`config.mk`:
```
export PLATFORM = sky130hd
export DESIGN_NAME = temp_servo_sequencer
export DESIGN_NICKNAME = d
export VERILOG_FILES = /design/src/rtl/temp_servo_sequencer.sv
export SDC_FILE = /design/constraint.sdc
export NUM_CORES = 1
export LEC_CHECK = 0
export BUFFER_PORTS_ARGS = -buffer_cell sky130_fd_sc_hd__buf_4
export CAP_MARGIN = 20
export CORE_MARGIN = 4
export CORE_UTILIZATION = 40
export CTS_CLUSTER_DIAMETER = 150
export DETAILED_ROUTE_END_ITERATION = 16
export PLACE_DENSITY = 0.66
export REMOVE_ABC_BUFFERS = 1
export SLEW_MARGIN = 20
export SYNTH_ARGS = -nofsm -noshare
export SYNTH_HDL_FRONTEND = slang
export SYNTH_SLANG_ARGS = --single-unit
```
`constraint.sdc`:
```
create_clock -name clk -period 7.75 [get_ports clk]
set_clock_uncertainty 0.2 [all_clocks]
set_input_delay 0.775 -clock clk [delete_from_list [all_inputs] [get_ports clk]]
set_output_delay 0.775 -clock clk [all_outputs]
set_load 0.005 [all_outputs]
```
`src/rtl/temp_servo_sequencer.sv`:
```
// Start-up sequencer for a temperature-servo PID: gain ramp, lock detection and optional saturation fault.
// Define TEMPSEQ_FAULT_EN to build the saturation counter and the FAULT state.
module temp_servo_sequencer #(
  parameter int FILTER_IO_SIZE = 18,
  parameter int multBits       = 7,
  parameter int CNTW           = 16,
  parameter int RAMP_DIV       = 1000
) (
  input  logic                              clk,
  input  logic                              rst_n,
  input  logic                              enable,
  input  logic                              clear_fault,
  input  logic signed [FILTER_IO_SIZE-1:0]  s_in,
  input  logic signed [FILTER_IO_SIZE-1:0]  NH,
  input  logic signed [FILTER_IO_SIZE-1:0]  UL,
  input  logic signed [FILTER_IO_SIZE-1:0]  LL,
  input  logic signed [multBits-1:0]        errmult_tgt,
  input  logic        [FILTER_IO_SIZE-1:0]  lock_win,
  input  logic        [CNTW-1:0]            lock_cnt,
  input  logic        [CNTW-1:0]            fault_cnt,
  output logic                              pid_on,
  output logic signed [multBits-1:0]        errmult,
  output logic                              locked,
  output logic                              fault,
  output logic        [2:0]                 state
);

  typedef enum logic [2:0] {
    S_IDLE   = 3'd0,
    S_RAMP   = 3'd1,
    S_TRACK  = 3'd2,
    S_LOCKED = 3'd3,
    S_FAULT  = 3'd4
  } state_t;

  localparam logic        [CNTW-1:0]           CNT_MAX  = '1;
  localparam logic        [CNTW-1:0]           DIV_LAST = CNTW'(RAMP_DIV - 1);
  localparam logic signed [multBits-1:0]       EM_INIT  = multBits'(4);
  localparam logic        [FILTER_IO_SIZE-1:0] ABS_MAX  = {1'b0, {(FILTER_IO_SIZE-1){1'b1}}};
  localparam logic signed [FILTER_IO_SIZE-1:0] S_MIN    = {1'b1, {(FILTER_IO_SIZE-1){1'b0}}};

  state_t                       r_state;
  logic                         r_pid_on;
  logic signed [multBits-1:0]   r_errmult;
  logic                         r_locked;
  logic        [CNTW-1:0]       r_div_cnt;
  logic        [CNTW-1:0]       r_lock_cnt;

  logic        [FILTER_IO_SIZE-1:0] w_s_abs;
  logic                             w_in_win;
  logic        [CNTW-1:0]           w_lock_next;
  logic                             w_lock_hit;

  // NOTE: every always_comb output gets a default first so no path leaves it unassigned (no latch).
  always_comb begin
    w_s_abs = s_in;
    if (s_in == S_MIN)
      w_s_abs = ABS_MAX;
    else if (s_in[FILTER_IO_SIZE-1])
      w_s_abs = -s_in;
  end

  assign w_in_win    = (w_s_abs <= lock_win);
  assign w_lock_next = !w_in_win ? '0 :
                       (r_lock_cnt == CNT_MAX) ? CNT_MAX : r_lock_cnt + 1'b1;
  // lock_cnt of 0 behaves like 1: the first in-window cycle already satisfies it.
  assign w_lock_hit  = w_in_win && (w_lock_next >= lock_cnt);

`ifdef TEMPSEQ_FAULT_EN
  logic            r_fault;
  logic [CNTW-1:0] r_sat_cnt;
  logic            w_sat;
  logic [CNTW-1:0] w_sat_next;
  logic            w_active;
  logic            w_trip;

  assign w_active   = (r_state == S_RAMP) || (r_state == S_TRACK) || (r_state == S_LOCKED);
  assign w_sat      = (NH >= UL) || (NH <= LL);
  assign w_sat_next = !w_sat ? '0 :
                      (r_sat_cnt == CNT_MAX) ? CNT_MAX : r_sat_cnt + 1'b1;
  assign w_trip     = w_active && (fault_cnt != '0) && (w_sat_next >= fault_cnt);

  always_ff @(posedge clk) begin
    if (!rst_n)
      r_sat_cnt <= '0;
    else if (w_active && enable && !w_trip)
      r_sat_cnt <= w_sat_next;
    else
      r_sat_cnt <= '0;
  end

  assign fault = r_fault;
`else
  logic w_unused;
  assign w_unused = ^{clear_fault, NH, UL, LL, fault_cnt};
  assign fault    = 1'b0;
`endif

  always_ff @(posedge clk) begin
    if (!rst_n) begin
      r_state    <= S_IDLE;
      r_pid_on   <= 1'b0;
      r_errmult  <= EM_INIT;
      r_locked   <= 1'b0;
      r_div_cnt  <= '0;
      r_lock_cnt <= '0;
`ifdef TEMPSEQ_FAULT_EN
      r_fault    <= 1'b0;
`endif
    end else begin
      case (r_state)
        S_IDLE: begin
          if (enable) begin
            r_state   <= S_RAMP;
            r_pid_on  <= 1'b1;
            r_errmult <= EM_INIT;
            r_div_cnt <= '0;
          end
        end

        S_RAMP, S_TRACK, S_LOCKED: begin
          // A saturation trip outranks a simultaneous enable drop.
`ifdef TEMPSEQ_FAULT_EN
          if (w_trip) begin
            r_state    <= S_FAULT;
            r_pid_on   <= 1'b0;
            r_errmult  <= '0;
            r_locked   <= 1'b0;
            r_fault    <= 1'b1;
            r_div_cnt  <= '0;
            r_lock_cnt <= '0;
          end else
`endif
          if (!enable) begin
            r_state    <= S_IDLE;
            r_pid_on   <= 1'b0;
            r_errmult  <= EM_INIT;
            r_locked   <= 1'b0;
            r_div_cnt  <= '0;
            r_lock_cnt <= '0;
          end else if (r_state == S_RAMP) begin
            r_lock_cnt <= '0;
            if (errmult_tgt <= r_errmult) begin
              r_errmult <= errmult_tgt;
              r_state   <= S_TRACK;
              r_div_cnt <= '0;
            end else if (r_div_cnt >= DIV_LAST) begin
              r_errmult <= r_errmult + multBits'(1);
              r_div_cnt <= '0;
            end else begin
              r_div_cnt <= r_div_cnt + 1'b1;
            end
          end else begin
            r_errmult <= errmult_tgt;
            if (r_state == S_TRACK) begin
              r_lock_cnt <= w_lock_next;
              if (w_lock_hit) begin
                r_state  <= S_LOCKED;
                r_locked <= 1'b1;
              end
            end else if (!w_in_win) begin
              r_state    <= S_TRACK;
              r_locked   <= 1'b0;
              r_lock_cnt <= '0;
            end
          end
        end

`ifdef TEMPSEQ_FAULT_EN
        S_FAULT: begin
          if (clear_fault && !enable) begin
            r_state   <= S_IDLE;
            r_fault   <= 1'b0;
            r_errmult <= EM_INIT;
          end
        end
`endif

        default: begin
          r_state    <= S_IDLE;
          r_pid_on   <= 1'b0;
          r_errmult  <= EM_INIT;
          r_locked   <= 1'b0;
          r_div_cnt  <= '0;
          r_lock_cnt <= '0;
        end
      endcase
    end
  end

  assign pid_on  = r_pid_on;
  assign errmult = r_errmult;
  assign locked  = r_locked;
  assign state   = r_state;

endmodule
```
==> reports/results.tsv <==
stage	metric	value	unit
pwr	cellPowerDensity	124	mW/mm2
job	max-cap-violations	0	
timing	timing_max_transition_violations_final	0	
die	num_rows	34	
clock_tree	h-tree-depth	2	
timing	setup-tns-final	0	ns
route	routed_length_per_instance	13.6	um
die	design.portCount	146	
min_path	min-delay-path-class	register to register	
global_route	antenna_found_initial	0	
clock_tree	clk_path_buf_depth	2	
route	vias	3603	
cells_and_area	fin_nets	731	
die	die_width	104	um
cells_and_area	final_cell_area	0.00445	mm2
synthesis	ys_types	54	
global_route	use_met2	0.280	
synthesis	proportion_of_synthesized_chip_area_in_sequential_cells	0.231	
critical_path	cp.required	7.74	ns
synthesis	post-synth-top-area-fraction	0.231	
place	gp_congestion	0.849	
clock_tree	post_cts.resized_instances	0	
route	dr.pass1.iters	4	
clock_tree	cts-buffers-inserted	5	
cells_and_area	most_frequent_standard_cell_in_the_layout_excluding_fill_and_tap_cells	sky130_fd_sc_hd__buf_4	
synthesis	synth_edf_count	0	
synthesis	post_synth_main_area_contributors	sky130_fd_sc_hd__dfxtp_1 (23%), sky130_fd_sc_hd__ha_1 (16%), sky130_fd_sc_hd__inv_1 (5.8%), sky130_fd_sc_hd__xor2_1 (5.2%), sky130_fd_sc_hd__a21oi_1 (4.8%)	
synthesis	synthCells	482	
place	postPlaceCellArea	0.00435	mm2
critical_path	r2r_start	r_lock_cnt[0]	
global_route	pin_count_of_the_biggest_net_entering_global_routing	22	
critical_path	total_buffers_and_inverters_traversed_by_the_critical_path	3	
die	dieHeight	104	um
critical_path	r2r.worst_path.cells	13	
min_path	min-delay-start	errmult[4]	
critical_path	worstPathArrival	6.37	ns
clock_tree	numClockSinks	43	
clock_tree	clk_transition_reported_paths	0.08	ns
synthesis	postSynth.asyncResetShare	0	
critical_path	kind_of_critical_path	input port to register	
place	hpwlAfterDp	7.12	mm
route	drt_iter0_markers	171	
timing	period_share	0.823	
clock_tree	post_cts_buffers	0	
status	status	completed	
global_route	global_route.overflow_total	0	
min_path	min_delay_path_depth	2	
route	drt_wl_total	8.91	mm
die	core-area	0.00889	mm2
timing	min_period	6.38	ns
global_route	grt_util_all_layers	0.163	
critical_path	worstSetupPathDepth	23	
critical_path	cp_max_stage_cell	sky130_fd_sc_hd__or3_1	
pwr	p_leak	2.05	nW
synthesis	post_synth.cell_area_avg	7.71	um2
cells_and_area	antenna-diode-count	0	
global_route	top_usage_layer	met2	
synthesis	synth.largest_area_cell	sky130_fd_sc_hd__dfxtp_1	
critical_path	critPathLaunchType	input port	
timing	rsz_0062_raised_after_global_routing	false	
clock_tree	insertion_delay	0.30	ns
critical_path	endpoint_kind	register	
clock_tree	clock_tree_from_tritoncts	done	
clock_tree	cts-hold-fix-buffers	0	
cells_and_area	final_cell_mix	sky130_fd_sc_hd__buf_4 (75), sky130_fd_sc_hd__inv_1 (57), sky130_fd_sc_hd__ha_1 (49), sky130_fd_sc_hd__dfxtp_1 (43), sky130_fd_sc_hd__nand2_1 (42)	
cells_and_area	n_fill_cell	862	
timing	setup_viol	0	
critical_path	cp_top_family	compound AO/OA/AOI/OAI gates	
critical_path	path_max_fanout	20	
cells_and_area	area.growth.synth_to_final	19.7	%
critical_path	cp-startpoint	s_in[0]	
global_route	first_global_vias	3577	
cells_and_area	layout-drive-gt1-share	0.157	
timing	final_hold_viol_count	0	
route	route.antenna.remaining_nets	0	
synthesis	synth.cell_area	0.00372	mm2
route	drt_drc_violations_left	0	
critical_path	worst_path_largest_cell_delay	0.58	ns
place	port-buffer-count	72	
clock_tree	cts-root-buf	sky130_fd_sc_hd__clkbuf_8	
global_route	grt_use_met3	0.0286	
synthesis	synthFlopType	sky130_fd_sc_hd__dfxtp_1	
global_route	groute.layer.met1.usage	0.211	
synthesis	postSynthRegisterBits	43	
pwr	total_power	553	uW
pwr	irDropWorstVdd	0.000104	V
timing	relSlewSlack	0.402	
critical_path	timing.critical_path.cells	buf_4 -> inv_1 -> ha_1 -> nand2b_1 -> or4_1 -> or2_1 -> or3_1 -> or3_1 -> nand2_1 -> ha_1 -> a21oi_1 -> o21ai_0 -> a2111oi_0 -> o22ai_1 -> buf_4 -> a21oi_1 -> ha_1 -> a21o_1 -> a21o_1 -> a221oi_1 -> a21oi_1 -> o2111a_1 -> a311o_1	
die	initial_utilization	0.418	
timing	achievable-frequency	0.157	GHz
timing	worst_pin_slew	0.875	ns
synthesis	synth.yosys.warnings	0	
route	detail_route.vias_per_cell	5.48	
global_route	wire_length_of_the_first_global_routing_pass	15.5	mm
die	fp.dieArea	0.0109	mm2
[area by class of cell]
| type | count | area [um2] | area share |
|---|---|---|---|
| Tap cell | 108 | 135 | 0.0304 |
| Clock buffer | 5 | 68.8 | 0.0155 |
| Sequential cell | 43 | 861 | 0.193 |
| Multi-Input combinational cell | 367 | 2570 | 0.578 |
| Clock inverter | 2 | 37.5 | 0.00843 |
| Timing Repair Buffer | 75 | 563 | 0.126 |
| Inverter | 57 | 214 | 0.0481 |
[layer usage]
| metal | share of wire | wire, um |
|---|---|---|
| met5 | 0 | 0 |
| met3 | 0.046 | 407 |
| met2 | 0.47 | 4170 |
| met4 | 0.013 | 112 |
| met1 | 0.47 | 4220 |
[worst paths after layout]
kind | to | slack, ns
min | errmult[4] | 0.27
max | locked | 1.37
min reg2reg | errmult[4] | 0.27
max reg2reg | locked | 3.20
[worst register-to-register path: stages, from the launching register on]
cell                       delay, ns
sky130_fd_sc_hd__dfxtp_1        0.40
sky130_fd_sc_hd__ha_1           0.21
sky130_fd_sc_hd__and3_1         0.20
sky130_fd_sc_hd__nand3_1        0.19
sky130_fd_sc_hd__nor3_1         0.49
sky130_fd_sc_hd__nand4_1        0.58
sky130_fd_sc_hd__a21oi_1        0.43
sky130_fd_sc_hd__ha_1           0.30
sky130_fd_sc_hd__a21o_1         0.18
sky130_fd_sc_hd__a21o_1         0.17
sky130_fd_sc_hd__a221oi_1       0.34
sky130_fd_sc_hd__a21oi_1        0.21
sky130_fd_sc_hd__o2111a_1       0.28
sky130_fd_sc_hd__a311o_1        0.26
[cell usage after synthesis (10+ instances only)]
| library cell | instances |
|---|---|
| sky130_fd_sc_hd__inv_1 | 57 |
| sky130_fd_sc_hd__ha_1 | 49 |
| sky130_fd_sc_hd__dfxtp_1 | 43 |
| sky130_fd_sc_hd__nand2_1 | 42 |
| sky130_fd_sc_hd__a21oi_1 | 36 |
| sky130_fd_sc_hd__nor2_1 | 36 |
| sky130_fd_sc_hd__nand3_1 | 26 |
| sky130_fd_sc_hd__xor2_1 | 22 |
| sky130_fd_sc_hd__a22o_1 | 16 |
| sky130_fd_sc_hd__o21ai_0 | 13 |
| sky130_fd_sc_hd__xnor2_1 | 13 |
| sky130_fd_sc_hd__nand4_1 | 10 |
[report_power, final]
group	internal [mW]	switching, mW	leakage (nW)
clock	0.0943	0.0796	0.0502
combinational	0.0677	0.0817	1.65
sequential	0.225	0.00454	0.347
total	0.387	0.166	2.05
[logic make-up after synthesis]
logic type                 after synthesis  share of synthesized area
DFF                                     43                      0.231
buffers and inverters                   73                     0.0787
adders and majority gates               49                      0.165
AOI/OAI and AO/OA                      117                      0.217
muxes                                    4                     0.0108
xor gates and xnor gates                35                     0.0824
and+or+nand+nor                        160                      0.213
other                                    1                    0.00101
[flip-flops by register name, summed over array words and instances, names as in the netlist]
name and cells:
state 2, r_lock_cnt 16, locked 1, pid_on 1, r_div_cnt 16, errmult 7
[through the flow]
stage / util / hold WS, ns / setup WS [ns] / instances
after CTS: 0.501 / 0.280 / 1.29 / 657
after detailed placement: 0.489 / 0.269 / 1.01 / 650
after global routing: 0.501 / 0.301 / 0.959 / 657
after floorplan: - / 0.238 / 1.48 / 467
final: 0.501 / 0.271 / 1.37 / 657
after global placement: 0.488 / 0.261 / 1.12 / 650
Note: power is estimated with default switching activity, not from simulation.
